### src/rtl/wb_burst_master.sv
// Pipelined Wishbone burst master.
//
// Turns one command (direction, start word address, word count - 1) into a burst of
// single-word pipelined WB requests. Write words come in on a valid/ready stream and
// read words leave on a valid-only stream. A burst ends when every accepted request
// has been acknowledged (o_done), or aborts with o_done + o_error when the bus makes
// no progress for ACK_TIMEOUT cycles.
//
// Ports:
//   i_clk, i_rst_n               clock (posedge), asynchronous active-low reset
//   i_cmd_*/o_cmd_ready          command handshake, accepted only in idle
//   i_wdata*/o_wdata_ready       write-word stream
//   o_rdata_valid/o_rdata        read-word stream, single-cycle, no backpressure
//   o_done/o_error               end-of-burst pulse, error marks a timeout abort
//   o_wb_*/i_wb_*                pipelined Wishbone master signals, all outputs registered
module wb_burst_master #(
  parameter int unsigned WB_ADDR_WIDTH   = 6,
  parameter int unsigned LEN_WIDTH       = 8,
  parameter int unsigned MAX_OUTSTANDING = 4,
  parameter int unsigned ACK_TIMEOUT     = 255
) (
  input  logic                     i_clk,
  input  logic                     i_rst_n,
  input  logic                     i_cmd_valid,
  output logic                     o_cmd_ready,
  input  logic                     i_cmd_we,
  input  logic [WB_ADDR_WIDTH-1:0] i_cmd_addr,
  input  logic [LEN_WIDTH-1:0]     i_cmd_len,
  input  logic                     i_wdata_valid,
  output logic                     o_wdata_ready,
  input  logic [31:0]              i_wdata,
  output logic                     o_rdata_valid,
  output logic [31:0]              o_rdata,
  output logic                     o_done,
  output logic                     o_error,
  output logic                     o_wb_cyc,
  output logic                     o_wb_stb,
  input  logic                     i_wb_stall,
  input  logic                     i_wb_ack,
  output logic                     o_wb_we,
  output logic [WB_ADDR_WIDTH-1:0] o_wb_addr,
  output logic [31:0]              o_wb_data,
  output logic [3:0]               o_wb_sel,
  input  logic [31:0]              i_wb_data
);

  localparam int unsigned RemW = LEN_WIDTH + 1;
  localparam int unsigned OutW = 4;
  localparam int unsigned ToW  = 8;

  typedef enum logic [1:0] {StIdle, StReq, StDrain} state_e;

  state_e                   state_q, state_d;
  logic                     we_q, we_d;
  logic                     cyc_q, cyc_d;
  logic                     stb_q, stb_d;
  logic [WB_ADDR_WIDTH-1:0] addr_q, addr_d;
  logic [31:0]              wb_data_q, wb_data_d;
  logic [RemW-1:0]          remaining_q, remaining_d;
  logic [OutW-1:0]          outstanding_q, outstanding_d;
  logic [ToW-1:0]           timeout_q, timeout_d;
  logic                     rvalid_q, rvalid_d;
  logic [31:0]              rdata_q, rdata_d;
  logic                     done_q, done_d;
  logic                     error_q, error_d;

  logic            accept;
  logic            any_ack;
  logic            ack_v;
  logic [OutW-1:0] out_upd;
  logic            timeout_hit;
  logic            slot_free;
  logic            load;
  logic            wait_wdata;

  assign accept  = stb_q && !i_wb_stall;
  assign any_ack = cyc_q && i_wb_ack;
  // An ack with nothing outstanding is stray and must not move any state.
  assign ack_v   = any_ack && (outstanding_q != '0);
  assign out_upd = outstanding_q + OutW'(accept) - OutW'(ack_v);

  assign timeout_hit = (state_q != StIdle) && (timeout_q == ToW'(ACK_TIMEOUT));

  // A new request may be loaded when the STB slot is empty (or empties this cycle),
  // words remain, and the window still has room after this cycle's accept/ack.
  assign slot_free = (state_q == StReq) && !timeout_hit && (!stb_q || accept) &&
                     (remaining_q != '0) && (out_upd < OutW'(MAX_OUTSTANDING));
  assign load      = slot_free && (!we_q || i_wdata_valid);

  // Write burst idle on the bus, blocked only by the data source: not a bus timeout.
  assign wait_wdata = (state_q == StReq) && we_q && !stb_q && (outstanding_q == '0);

  always_comb begin
    state_d       = state_q;
    we_d          = we_q;
    cyc_d         = cyc_q;
    stb_d         = stb_q;
    addr_d        = addr_q;
    wb_data_d     = wb_data_q;
    remaining_d   = remaining_q;
    outstanding_d = out_upd;
    timeout_d     = timeout_q;
    rvalid_d      = ack_v && !we_q;
    rdata_d       = (ack_v && !we_q) ? i_wb_data : rdata_q;
    done_d        = 1'b0;
    error_d       = 1'b0;

    if (accept) begin
      addr_d = addr_q + WB_ADDR_WIDTH'(1);
      stb_d  = 1'b0;
    end
    if (load) begin
      stb_d       = 1'b1;
      remaining_d = remaining_q - RemW'(1);
      if (we_q) begin
        wb_data_d = i_wdata;
      end
    end

    if ((state_q == StIdle) || accept || any_ack) begin
      timeout_d = '0;
    end else if (cyc_q && !wait_wdata && (timeout_q != ToW'(ACK_TIMEOUT))) begin
      timeout_d = timeout_q + ToW'(1);
    end

    unique case (state_q)
      StIdle: begin
        outstanding_d = '0;
        if (i_cmd_valid) begin
          state_d     = StReq;
          we_d        = i_cmd_we;
          cyc_d       = 1'b1;
          stb_d       = 1'b0;
          addr_d      = i_cmd_addr;
          remaining_d = {1'b0, i_cmd_len} + RemW'(1);
        end
      end
      StReq: begin
        if (timeout_hit) begin
          state_d       = StIdle;
          cyc_d         = 1'b0;
          stb_d         = 1'b0;
          outstanding_d = '0;
          done_d        = 1'b1;
          error_d       = 1'b1;
        end else if ((remaining_d == '0) && !stb_d) begin
          state_d = StDrain;
        end
      end
      StDrain: begin
        if (timeout_hit) begin
          state_d       = StIdle;
          cyc_d         = 1'b0;
          stb_d         = 1'b0;
          outstanding_d = '0;
          done_d        = 1'b1;
          error_d       = 1'b1;
        end else if (outstanding_q == '0) begin
          // Registered count: done lands one cycle after the last read word.
          state_d = StIdle;
          cyc_d   = 1'b0;
          done_d  = 1'b1;
        end
      end
      default: begin
        state_d = StIdle;
        cyc_d   = 1'b0;
        stb_d   = 1'b0;
      end
    endcase
  end

  always_ff @(posedge i_clk or negedge i_rst_n) begin
    if (!i_rst_n) begin
      state_q       <= StIdle;
      we_q          <= 1'b0;
      cyc_q         <= 1'b0;
      stb_q         <= 1'b0;
      addr_q        <= '0;
      wb_data_q     <= '0;
      remaining_q   <= '0;
      outstanding_q <= '0;
      timeout_q     <= '0;
      rvalid_q      <= 1'b0;
      rdata_q       <= '0;
      done_q        <= 1'b0;
      error_q       <= 1'b0;
    end else begin
      state_q       <= state_d;
      we_q          <= we_d;
      cyc_q         <= cyc_d;
      stb_q         <= stb_d;
      addr_q        <= addr_d;
      wb_data_q     <= wb_data_d;
      remaining_q   <= remaining_d;
      outstanding_q <= outstanding_d;
      timeout_q     <= timeout_d;
      rvalid_q      <= rvalid_d;
      rdata_q       <= rdata_d;
      done_q        <= done_d;
      error_q       <= error_d;
    end
  end

  assign o_cmd_ready   = (state_q == StIdle);
  assign o_wdata_ready = we_q && slot_free;
  assign o_rdata_valid = rvalid_q;
  assign o_rdata       = rdata_q;
  assign o_done        = done_q;
  assign o_error       = error_q;
  assign o_wb_cyc      = cyc_q;
  assign o_wb_stb      = stb_q;
  assign o_wb_we       = we_q;
  assign o_wb_addr     = addr_q;
  assign o_wb_data     = wb_data_q;
  assign o_wb_sel      = 4'b1111;

endmodule

### config.mk
export PLATFORM = sky130hd
export DESIGN_NAME = wb_burst_master
export DESIGN_NICKNAME = d
export VERILOG_FILES = /design/src/rtl/wb_burst_master.sv
export SDC_FILE = /design/constraint.sdc
export NUM_CORES = 1
export LEC_CHECK = 0
export CAP_MARGIN = 20
export CORE_AREA = 2 2 111 113
export DETAILED_ROUTE_END_ITERATION = 12
export DIE_AREA = 0 0 113 115
export PLACE_DENSITY = 0.8
export RECOVER_POWER = 50
export SYNTH_ARGS = -nofsm -noshare
export SYNTH_HDL_FRONTEND = slang
export SYNTH_SLANG_ARGS = --single-unit
### constraint.sdc
create_clock -name i_clk -period 4.54 [get_ports i_clk]
set_clock_uncertainty 0.15 [all_clocks]
set_input_delay 1.135 -clock i_clk [delete_from_list [all_inputs] [get_ports i_clk]]
set_output_delay 1.135 -clock i_clk [all_outputs]
set_load 0.01 [all_outputs]
==> key figures <==
CTS
  – Longest Clk Path Bufs: 2
  – Clock root cell: clkbuf_16
  – Clock-pin slew on the worst setup and hold paths: approximately 0.070 ns
  – H-Tree Level Count: 3
  – Clk_lat worst skew: 0.34 ns
  – Clk sinks: a little under 100
  – CTS tree: yes
  – CTS buffer count: 9

Synthesis
  – Synthesized flop and latch total: between 90 and 100
  – Post-synthesis cell type count: 49
  – Synth Instances: 392
  – Mapped cell area: 4760 µm²
  – Top post-synthesis cells by area: dfrtp_1 (52%), mux2_4 (9.5%), mux2_2 (8.3%)
  – Area leader, netlist: dfrtp_1
  – Post-synth top area share: 52.0%
  – Most frequent cell after synthesis: dfrtp_1
  – Async S/R FF share, synth: 100%
  – Ys flop type: dfrtp_1
  – Yosys warnings: 0
  – Sequential share of the synthesized area: 52.0%
  – EDFF count, synth: 0
  – Synth Area per Inst: 12.1 µm²
  – Synth cell count leaders: dfrtp_1 (99), mux2_2 (35), mux2_4 (30)

Pwr
  – Maximum vdd drop: 446 µV
  – Sequential Power Share: approximately 34%
  – Sw Ratio: 33.5%
  – Power Dens Cells: between 600 and 700 nW/µm²
  – Sw power: 1.52 mW
  – Leak: 3.11 nW
  – Pint: 3.03 mW
  – Clock share of power: 15.9%
  – Comb pwr share: 50.5%

Global routing
  – Routing usage on met2: 34.5%
  – Global Route Usage Sum: 19.5%
  – GR Util met1: about 23%
  – Largest net degree at the start of global routing: 63
  – Vias in the first global route: 4040
  – Met3 GRT Util: 4.85%
  – Initial antenna violation count: 0
  – First-pass GRT wire length: 19900 µm
  – GR peak layer: met2
  – Congestion Overflow GR: 0

Worst hold path
  – Worst Hold Launch: o_rdata[15]
  – Worst Hold Class: reg -> reg

Floorplan
  – I/O pins: 167
  – Die Span Y: 115 µm
  – Die area: 13000 µm²
  – Core footprint: 11800 µm²
  – Initial Utilization: 40.3%
  – Die Wd: 113 µm
  – Core Rows: 40

Drt
  – Final WL: between 10000 and 15000 µm
  – 1st-iter DRT viols: 164
  – Routed Antenna Nets: 0
  – DRC: 18
  – Drt first pass iters: 8
  – Via count: 3849
  – DR vias/cell: 5.12
  – DR WL/cell: 16.7 µm

STA
  – Final setup violation count: 0
  – Final period utilization: approximately 99%
  – Achievable Freq: 0.223 GHz
  – Worst-Margin Slew: between 1.5 and 2 ns
  – Min Tclk post-route: 4.48 ns
  – Slew Limit Fails: 97
  – Hold Violations, Final: 0
  – Rel. slew slack: -23.9%
  – Setup TNS: 0 ns
  – Hold_ws: 0.357 ns

Critical path
  – Critical path data required time: 4.62 ns
  – Worst EP arrival: around 4.6 ns
  – Crit start category: input pin
  – Critical path peak fanout: 3
  – Critical path class: in -> reg
  – CP startpoint: i_wb_stall
  – Setup crit end kind: register
  – Worst reg2reg startpoint: o_wb_stb

Layout
  – Share of cells above drive strength 1: 24.1%
  – Nets: 699
  – Area grow syn2layout: 50.1%
  – Antenna diodes: 0

Placed design
  – Port-buffer cells: 162
  – Placer Congestion: between 0.8 and 0.9
  – DP HPWL: 8870 µm

Run status
  – Status: finished, violations left
  – Failing checks: design-rule violations, max-capacitance violations, max-slew violations

Flow run
  – Max Cap Violations: 2
-- worst paths after layout --
| kind | cells past startpoint | endpoint | slack [ns] |
|---|---|---|---|
| min in group asynchronous | 1 | o_rdata[15] | 1.01 |
| hold / removal | 1 | o_rdata[15] | 0.36 |
| setup / recovery | 28 | timeout_q[7] | 0.06 |
| max in group asynchronous | 2 | o_rdata[18] | 1.57 |
| hold reg to reg | 1 | o_rdata[15] | 0.36 |
| setup reg to reg | 27 | timeout_q[7] | 0.43 |
-- worst max-delay path: stages --
cell and delay (ns):
buf_2 0.12, nor2b_4 0.12, inv_2 0.07, buf_4 0.14
buf_4 0.13, buf_4 0.12, buf_4 0.12, buf_4 0.13
buf_4 0.13, buf_4 0.12, buf_4 0.13, buf_4 0.12
buf_4 0.12, buf_4 0.13, buf_4 0.12, buf_4 0.12
buf_4 0.12, buf_4 0.12, buf_4 0.12, buf_4 0.12
buf_4 0.12, buf_4 0.12, buf_4 0.12, buf_4 0.12
buf_4 0.12, nand3b_1 0.12, nor2_1 0.05, mux2_2 0.25
-- sequential cells by signal, summed over array words and instances, names as in the netlist, 2 cells and up --
| register | flops |
|---|---|
| o_rdata | 32 |
| state_q | 2 |
| o_wb_addr | 6 |
| o_wb_data | 32 |
| outstanding_q | 4 |
| remaining_q | 9 |
| timeout_q | 8 |
-- cells in the final DEF, fill, tap and decap left out, types with 9 or more instances in the layout --
master	synthesis	routed
mux2_2	35	35
nand3_1	16	16
buf_4	6	45
clkbuf_16	0	9
mux2_4	30	30
nor2_1	26	25
ha_1	13	11
o21ai_0	13	13
dfrtp_1	99	99
xnor2_1	12	12
nand2_1	29	28
clkdlybuf4s50_1	0	157
inv_1	15	13
nor3_1	9	9
-- layout make-up --
type | instances | area, µm²
clock buffers | 10 | 239
clock inverters | 6 | 48.8
fillers | 935 | 4660
inverters | 15 | 56.3
multi-input cells | 263 | 2160
flip-flops and latches | 99 | 2480
well taps | 147 | 184
repair buffers | 212 | 1980
-- cell families after synthesis --
logic type / Yosys count / share of synthesized area [%]
other: 1 / 0.0787
xor gates and xnor gates: 18 / 3.31
DFF: 99 / 52.0
buffers and inverters: 33 / 3.86
AOI/OAI and AO/OA: 45 / 6.54
and+or+nand+nor: 116 / 12.4
adders and majority gates: 14 / 3.84
muxes: 66 / 17.9
-- metrics by stage --
step | util (%) | setup slack (ns) | power, mW | instance area (µm²) | instances
2_1_floorplan | - | 0.0784 | 2.61 | 4770 | 395
3_3_place_gp | 55.5 | -0.687 | 3.55 | 6560 | 698
3_5_place_dp | 55.5 | -0.816 | 3.64 | 6560 | 698
4_1_cts | 60.1 | 0.00801 | 4.51 | 7100 | 748
5_1_grt | 60.5 | -0.0372 | 4.82 | 7150 | 752
6_report | 60.5 | 0.0601 | 4.55 | 7150 | 752
-- metal layers --
metal	routed length (µm)	vias up	share of wire [%]
met5	0	-	0
met4	416	0	3.3
met3	884	36	7.0
met2	6370	147	51
met1	4900	1862	39
li1	-	1804	-
-- power groups by stage --
stage / clock network (mW) / logic [mW] / registers, mW
3_5_place_dp: 0 / 2.10 / 1.54
4_1_cts: 0.753 / 2.23 / 1.53
2_1_floorplan: 0 / 0.961 / 1.65
5_1_grt: 0.782 / 2.47 / 1.58
6_report: 0.725 / 2.30 / 1.53
3_3_place_gp: 0 / 2.04 / 1.51
-- what timing repair did --
action	CTS	global route
gates resized for setup	19	6
setup buffers	34	4
setup endpoints to repair	1	9
pin swaps	6	3
hold buffers	0	0
Power figures use the tool's default switching activity.
